===== config.mk =====
export PLATFORM = sky130hd
export DESIGN_NAME = conv3x3
export DESIGN_NICKNAME = d
export VERILOG_FILES = /design/src/rtl/img_pkg.sv /design/src/rtl/line_buffer.sv /design/src/rtl/conv3x3.sv
export SDC_FILE = /design/constraint.sdc
export NUM_CORES = 1
export LEC_CHECK = 0
export ABC_AREA = 0
export CORE_AREA = 4 4 117 119
export CTS_BUF_LIST = sky130_fd_sc_hd__clkbuf_16
export CTS_CLUSTER_DIAMETER = 80
export DETAILED_ROUTE_END_ITERATION = 12
export DIE_AREA = 0 0 121 123
export HOLD_SLACK_MARGIN = 0.05
export PLACE_DENSITY = 0.82
export RECOVER_POWER = 25
export SLEW_MARGIN = 15
export SYNTH_ARGS = -nofsm -noshare
export SYNTH_HDL_FRONTEND = slang
export SYNTH_SLANG_ARGS = --single-unit

===== constraint.sdc =====
create_clock -name clk -period 15.55 [get_ports clk]
set_clock_uncertainty 0.2 [all_clocks]
set_input_delay 3.11 -clock clk [delete_from_list [all_inputs] [get_ports clk]]
set_output_delay 3.11 -clock clk [all_outputs]
set_load 0.02 [all_outputs]

===== src/rtl/img_pkg.sv =====
// Shared pixel types, padding helpers and 3x3 kernel constants.
package img_pkg;

   typedef logic [7:0] pixel_t;

   localparam int unsigned MODE_GAUSS = 0;
   localparam int unsigned MODE_SOBEL = 1;

   // Gaussian kernel; the weighted sum is divided by 16.
   localparam int GAUSS_K [3][3] = '{'{1, 2, 1}, '{2, 4, 2}, '{1, 2, 1}};
   localparam int GAUSS_SHIFT    = 4;

   // Sobel kernels, row 0 is the top window row.
   localparam int SOBEL_GX [3][3] = '{'{-1, 0, 1}, '{-2, 0, 2}, '{-1, 0, 1}};
   localparam int SOBEL_GY [3][3] = '{'{-1, -2, -1}, '{0, 0, 0}, '{1, 2, 1}};

   function automatic int unsigned padded_w(input int unsigned w);
      return w + 2;
   endfunction

   function automatic int unsigned padded_h(input int unsigned h);
      return h + 2;
   endfunction

endpackage


===== src/rtl/line_buffer.sv =====
// One padded row of delay: dout is the sample written DEPTH enables ago.
module line_buffer
   import img_pkg::*;
#(
   parameter int unsigned DEPTH = 6
) (
   input  logic   clk,
   input  logic   reset,
   input  logic   en,
   input  pixel_t din,
   output pixel_t dout
);

   localparam int unsigned PTR_W = (DEPTH > 1) ? $clog2(DEPTH) : 1;

   pixel_t           r_mem [DEPTH];
   logic [PTR_W-1:0] r_ptr;

   // Circular pointer, wraps at DEPTH-1.
   always_ff @(posedge clk or negedge reset) begin
      if (!reset) begin
         r_ptr <= '0;
      end else if (en) begin
         r_ptr <= (r_ptr == PTR_W'(DEPTH - 1)) ? '0 : r_ptr + PTR_W'(1);
      end
   end

   // Storage is not reset; stale contents are flushed before they are used.
   always_ff @(posedge clk) begin
      if (en) begin
         r_mem[r_ptr] <= din;
      end
   end

   assign dout = r_mem[r_ptr];

endmodule


===== src/rtl/conv3x3.sv =====
// 3x3 sliding-window filter over a zero-padded raster stream.
module conv3x3
   import img_pkg::*;
#(
   parameter int unsigned WIDTH  = 4,
   parameter int unsigned HEIGHT = 4,
   parameter int unsigned MODE   = 0
) (
   input  logic       clk,
   input  logic       reset,
   input  logic [7:0] data_in,
   input  logic       valid_in,
   output logic       ready_out,
   output logic [7:0] data_out,
   output logic       valid_out,
   input  logic       ready_in,
   output logic       last_out
);

   localparam int unsigned PW    = padded_w(WIDTH);
   localparam int unsigned PH    = padded_h(HEIGHT);
   localparam int unsigned COL_W = $clog2(PW);
   localparam int unsigned ROW_W = $clog2(PH);

   logic [COL_W-1:0]  r_col;
   logic [ROW_W-1:0]  r_row;
   pixel_t            r_win [3][2];

   pixel_t            w_lb0;
   pixel_t            w_lb1;
   pixel_t            w_win [3][3];
   logic              w_accept;
   logic              w_emit;
   logic              w_col_end;
   logic              w_row_end;
   int                w_acc_g;
   int                w_acc_x;
   int                w_acc_y;
   logic signed [10:0] w_gx;
   logic signed [10:0] w_gy;
   logic [10:0]       w_ax;
   logic [10:0]       w_ay;
   logic [11:0]       w_ssum;
   pixel_t            w_gauss;
   pixel_t            w_sobel;
   pixel_t            w_filt;

   assign ready_out = !valid_out || ready_in;
   assign w_accept  = valid_in && ready_out;
   assign w_col_end = (r_col == COL_W'(PW - 1));
   assign w_row_end = (r_row == ROW_W'(PH - 1));
   assign w_emit    = w_accept && (r_row >= ROW_W'(2)) && (r_col >= COL_W'(2));

   line_buffer #(.DEPTH(PW)) u_lb0 (
      .clk   (clk),
      .reset (reset),
      .en    (w_accept),
      .din   (data_in),
      .dout  (w_lb0)
   );

   line_buffer #(.DEPTH(PW)) u_lb1 (
      .clk   (clk),
      .reset (reset),
      .en    (w_accept),
      .din   (w_lb0),
      .dout  (w_lb1)
   );

   // Window as it looks after this accept: two stored columns plus the incoming column.
   always_comb begin
      for (int r = 0; r < 3; r++) begin
         w_win[r][0] = r_win[r][0];
         w_win[r][1] = r_win[r][1];
      end
      w_win[0][2] = w_lb1;
      w_win[1][2] = w_lb0;
      w_win[2][2] = data_in;
   end

   // Kernel accumulation for both filters.
   always_comb begin
      w_acc_g = 0;
      w_acc_x = 0;
      w_acc_y = 0;
      for (int r = 0; r < 3; r++) begin
         for (int c = 0; c < 3; c++) begin
            w_acc_g = w_acc_g + GAUSS_K[r][c]  * int'(32'(w_win[r][c]));
            w_acc_x = w_acc_x + SOBEL_GX[r][c] * int'(32'(w_win[r][c]));
            w_acc_y = w_acc_y + SOBEL_GY[r][c] * int'(32'(w_win[r][c]));
         end
      end
   end

   // Gaussian truncation and Sobel magnitude with saturation.
   always_comb begin
      w_gauss = 8'(w_acc_g >> GAUSS_SHIFT);
      w_gx    = 11'(w_acc_x);
      w_gy    = 11'(w_acc_y);
      w_ax    = w_gx[10] ? 11'(-w_gx) : 11'(w_gx);
      w_ay    = w_gy[10] ? 11'(-w_gy) : 11'(w_gy);
      w_ssum  = 12'(w_ax) + 12'(w_ay);
      w_sobel = (w_ssum > 12'd255) ? 8'hFF : w_ssum[7:0];
      w_filt  = (MODE == MODE_SOBEL) ? w_sobel : w_gauss;
   end

   // Padded-frame position of the next accepted pixel.
   always_ff @(posedge clk or negedge reset) begin
      if (!reset) begin
         r_col <= '0;
         r_row <= '0;
      end else if (w_accept) begin
         if (w_col_end) begin
            r_col <= '0;
            r_row <= w_row_end ? '0 : r_row + ROW_W'(1);
         end else begin
            r_col <= r_col + COL_W'(1);
         end
      end
   end

   // Shift the window left by one column on every accept.
   always_ff @(posedge clk or negedge reset) begin
      if (!reset) begin
         for (int r = 0; r < 3; r++) begin
            r_win[r][0] <= '0;
            r_win[r][1] <= '0;
         end
      end else if (w_accept) begin
         for (int r = 0; r < 3; r++) begin
            r_win[r][0] <= r_win[r][1];
            r_win[r][1] <= w_win[r][2];
         end
      end
   end

   // Single output register; holds under backpressure.
   always_ff @(posedge clk or negedge reset) begin
      if (!reset) begin
         data_out  <= '0;
         valid_out <= 1'b0;
         last_out  <= 1'b0;
      end else if (w_emit) begin
         data_out  <= w_filt;
         valid_out <= 1'b1;
         last_out  <= w_row_end && w_col_end;
      end else if (ready_in) begin
         valid_out <= 1'b0;
         last_out  <= 1'b0;
      end
   end

endmodule


## Word-level counts from Yosys, hierarchy flattened

Memories as Yosys holds them, arrays and structs flattened.
Index checks and enable logic that the tools add are counted.

- $add $sub $neg: 12
- $lt $le $gt $ge: 2
- Eq/ne operators: 4
- Muxes and demuxes: 9
- Reduce and logical (&&, ||, !) cells: 8

Operators with widths:

| operator | count |
|---|---|
| $add 12x8->12 | 2 |
| $add 12x9->12 | 2 |
| $add 11x9->12 | 1 |
| $add 12x10->12 | 1 |
| $add 3x1->3 const B | 4 |
| $eq 3x3->1 const B | 4 |
| $mux 3 | 4 |
| $add 10x8->11 | 1 |
| $add 8x9->10 | 1 |
| $ge 3x2->1 const B | 2 |
| $mux 1 | 5 |
| $logic_and 1x1->1 | 4 |
| $reduce_and 2->1 | 1 |
| $reduce_bool 2->1 | 1 |
| $logic_not 1->1 | 1 |
| $logic_or 1x1->1 | 1 |

- Flip-flop bits (word level): 70
- Bits in writable memories: 96
- Bits of input ports: 12
- Output and inout bits: 11
- Word-level logic and storage cells: 50
- Memories: 2

Memories:

| name | depth | bits a word | rd ports | clocked after Yosys merged registers in | write ports | RTL line | RTL |
|---|---|---|---|---|---|---|---|
| u_lb0.r_mem | 6 | 8 | 1 | 0 | 1 | line_buffer.sv:16 | `pixel_t r_mem [DEPTH];` |
| u_lb1.r_mem | 6 | 8 | 1 | 0 | 1 | line_buffer.sv:16 |  |

## Longest topological paths before layout

- Depth after elaboration: 8
- Depth in mapped cells: 19
- Mapped depth without buffers: 18

## Cells and area by module

A second synthesis with hierarchy kept.

- Cell total of the unflattened synthesis: 634
- Area total of the unflattened synthesis: 8177.8 µm²

By module, submodules not included:

| module | instances | cells an instance | area an instance (µm²) |
|---|---|---|---|
| conv3x3 | 1 | 416 | 4073.9 |
| line_buffer at u_lb0 | 1 | 109 | 2058.2 |
| line_buffer at u_lb1 | 1 | 109 | 2045.7 |

## Worst setup path after synthesis

OpenSTA, ideal clock, no wires.

- Path type: input port to flip-flop
- Start point: in data_in[4]
- End point: reg data_out[4]
- Setup time: 0.136 ns
- Data arrival time: 6.635 ns
- Data required time: 15.214 ns
- Path slack: 8.579 ns
- Stages on the path: 14
- Path buffers: 0
- Cells stage by stage: inv_1 > fa_1 > inv_1 > fa_1 > fa_1 > inv_1 > fa_1 > inv_1 > ha_1 > and4b_1 > a221oi_1 > o21ai_0 > xnor2_1 > o21ai_0

- Word-level cells in the longest chain between the ends: 1

RTL lines:

| what | RTL line | RTL |
|---|---|---|
| from (decl) | conv3x3.sv:11 | `input logic [7:0] data_in,` |
| $add 12x8->12 | conv3x3.sv:88 | `w_acc_g = w_acc_g + GAUSS_K[r][c] * int'(32'(w_win[r][c]));` |
| to (signal assigned) | conv3x3.sv:144 | `data_out <= w_filt;` |
| to (decl) | conv3x3.sv:14 | `output logic [7:0] data_out,` |

No other way between the ends.
A chain may end at the register's enable or synchronous reset.

## Worst setup path after layout

- Start point: in ready_in
- End point: out ready_out

- Word-level cells in the longest chain between the ends: 1

RTL lines:

| what | RTL line | RTL |
|---|---|---|
| from (decl) | conv3x3.sv:16 | `input logic ready_in,` |
| $logic_or 1x1->1 | conv3x3.sv:48 | `assign ready_out = !valid_out \|\| ready_in;` |
| to (decl) | conv3x3.sv:13 | `output logic ready_out,` |

No other way between the ends.

==> results.md <==
- Yosys cell types: 44
- Instance count of the mapped netlist: between 600 and 700
- Final Hold Viols: 0
- Routed WL per cell: 17.88 um
- Core footprint: around 13,000 sq um
- Max incr delay on CP: 0.64 ns
- DRC: 0
- Slew at the pin with the worst max-slew slack: between 0.9 and 1 ns
- CP endpoint kind: primary output
- Initial Util: between 60% and 70%
- Post-layout minimum cycle time: 7.707 ns
- Post-synth top area share: a little over a third
- RSZ-0062 raised after global routing: false
- Die Wd: approximately 120 um
- EDFF count, synth: 96
- H-tree depth: 4
- Pin count of the biggest net entering global routing: 74
- GRT overflow: 0
- Post-Route Setup TNS: 0 ns
- CP arrival: 4.40 ns
- Ant diodes: 0
- Fmax: about 130 MHz
- Maximum clock path buffer count: 2
- Area leader, netlist: edfxtp_1
- Die Ht: approximately 120 um
- Total Routing Usage GR: between 20% and 30%
- Core Rows: 41
- CP max FO: 5
- Average size of a mapped cell: about 13 sq um
- YS warnings: 0
- IO Count: 23
- #FFs+latches synth: 166
- Antenna violations before repair: 0
- CTS sink cnt: about 170
- Post-CTS Setup Inserts: 0
- Number of gates resized after cts: 0
- Hpwl dp: 10,090 um
- Vias in the first global route: about 4,800
- Area grow syn2layout: 11.74%
- Ys async rst share: ~42%
- Critical Setup Path Class: input pin to primary output
- CTS buffer count: 17
- Port Buffers: 22
- CTS Hold Bufs: 0
- Global-route wire length before repair: 24,190 um
- Fin. max-slew vios: 0
- Sequential area share after synthesis: 57.46%
- Worst hold path type: flop to flop
- Vias per cell: 5.521
- ANT nets after route: 0
- Worst-path cell chain: clkdlybuf4s50_1, nand2b_1, clkdlybuf4s50_1
- Status: complete, no violations
- Post-synthesis net count: 682
- Beginning of the critical path: ready_in
- Final layout net count: approximately 710
- Reg2reg start: u_lb0.r_ptr[1]$_DFFE_PN0P_
- CTS tree: built
- Flop-to-flop setup slack: 9.74 ns
- Slowest CP cell: clkdlybuf4s50_1
- Fin crit share: 49.57%
- Post-Route WL: 14,650 um
- Slew headroom: 35.96%
- Worst skew pair latency: 0.43 ns
- Commonest non-fill, non-tap cell in the layout: nand2_1
- # Max-Cap Violations: 0
- Main synth FF type: edfxtp_1
- Die ar.: 14,880 sq um
- Final Wtd Congestion: between 0.7 and 0.8
- Initial DRC count: 300
- Proportion of layout cells with a drive suffix above 1: 12.67%
- Reg2Reg Depth: 14
- Vias: between 4,000 and 5,000
- Root Driver: clkbuf_16
- Critical Path Source Type: input pin
- Worst Path Required: approximately 12 ns
- Hold Crit Start: data_out[1]$_DFFE_PN0P_
- Synth area leaders: edfxtp_1 36%, dfrtp_1 22%, fa_1 13%
- Final setup violation count: 0
- DRT Pass-1 Iters: 5
- Mapped Area: 8065 sq um
- Clk pin slew, worst setup/hold paths: about 0.060 ns
- Most frequent cells in the layout: 98 x nand2_1, 96 x edfxtp_1, 94 x inv_1, 70 x dfrtp_1, 52 x fa_1
- Hold Path Depth: 2
- CP dominant cell by count: clkdlybuf4s50_1
[metal layers]
metal | GRT usage (%) | routed length, um
met5 | 0 | 0
met4 | 10.84 | 474
met3 | 4.300 | 596
met2 | 36.30 | 7562
met1 | 28.17 | 6013
[metrics by stage]
| step | setup slack (ns) | area (sq um) | hold slack, ns | instances | utilization, % |
|---|---|---|---|---|---|
| 2_1_floorplan | 8.579 | 8065 | 0.2498 | 605 | - |
| 3_3_place_gp | 7.620 | 8468 | 0.2611 | 787 | 67.38 |
| 3_5_place_dp | 7.483 | 8468 | 0.2743 | 787 | 67.38 |
| 4_1_cts | 7.833 | 9012 | 0.2924 | 819 | 71.71 |
| 5_1_grt | 7.639 | 9012 | 0.3136 | 819 | 71.71 |
| 6_report | 7.843 | 9012 | 0.2865 | 819 | 71.71 |
[cell usage after synthesis, types with 3 or more instances]
cell,instances
nand2_1,98
edfxtp_1,96
inv_1,90
dfrtp_1,70
fa_1,52
o21ai_0,39
mux2_2,23
mux4_2,15
ha_1,13
clkbuf_1,10
nor2_1,10
buf_2,8
a21oi_1,7
xnor2_1,7
a21o_1,6
o21ai_1,5
mux2_1,4
mux2_4,4
nand2b_1,4
nor3_1,4
nor4_1,4
mux2i_1,3
nand3_1,3
xor2_1,3
[critical path, delay by kind of cell]
kind | cells | cell delay, ns
buf+inv | 2 | 1.11
simple gates | 1 | 0.18
[cells by family after synthesis]
logic type,synth area share (%)
flops,57.46
mux,9.075
fa+ha+maj,14.92
xor+xnor,1.086
buf+inv,5.616
compound gates,4.561
simple gates,7.276
[registers in the layout, summed over array words and instances, names as in the netlist]
name,cells
u_lb1.r_ptr,3
u_lb0.r_mem,48
u_lb1.r_mem,48
r_col,3
r_row,3
r_win,48
last_out,1
data_out,8
valid_out,1
u_lb0.r_ptr,3
[path summary, 6_finish.rpt]
| kind | endpoint |
|---|---|
| max | ready_out |
| min | data_out[1]$_DFFE_PN0P_ |
| max reg2reg | data_out[4]$_DFFE_PN0P_ |
| min reg2reg | data_out[1]$_DFFE_PN0P_ |
| max in group asynchronous | r_win[41]$_DFFE_PN0P_ |
| min in group asynchronous | r_win[1]$_DFFE_PN0P_ |
[cell type report]
type	instances	area, sq um
Inverter	91	341.6
Sequential cell	166	4634
Clock buffer	17	425.4
Fill cell	815	3556
Multi-Input combinational cell	325	2979
Tap cell	172	215.2
Clock inverter	15	118.9
Timing Repair Buffer	33	297.8
Power is not shown: default switching activity piles up to over one toggle a cycle in this logic, so the estimate is an artifact.
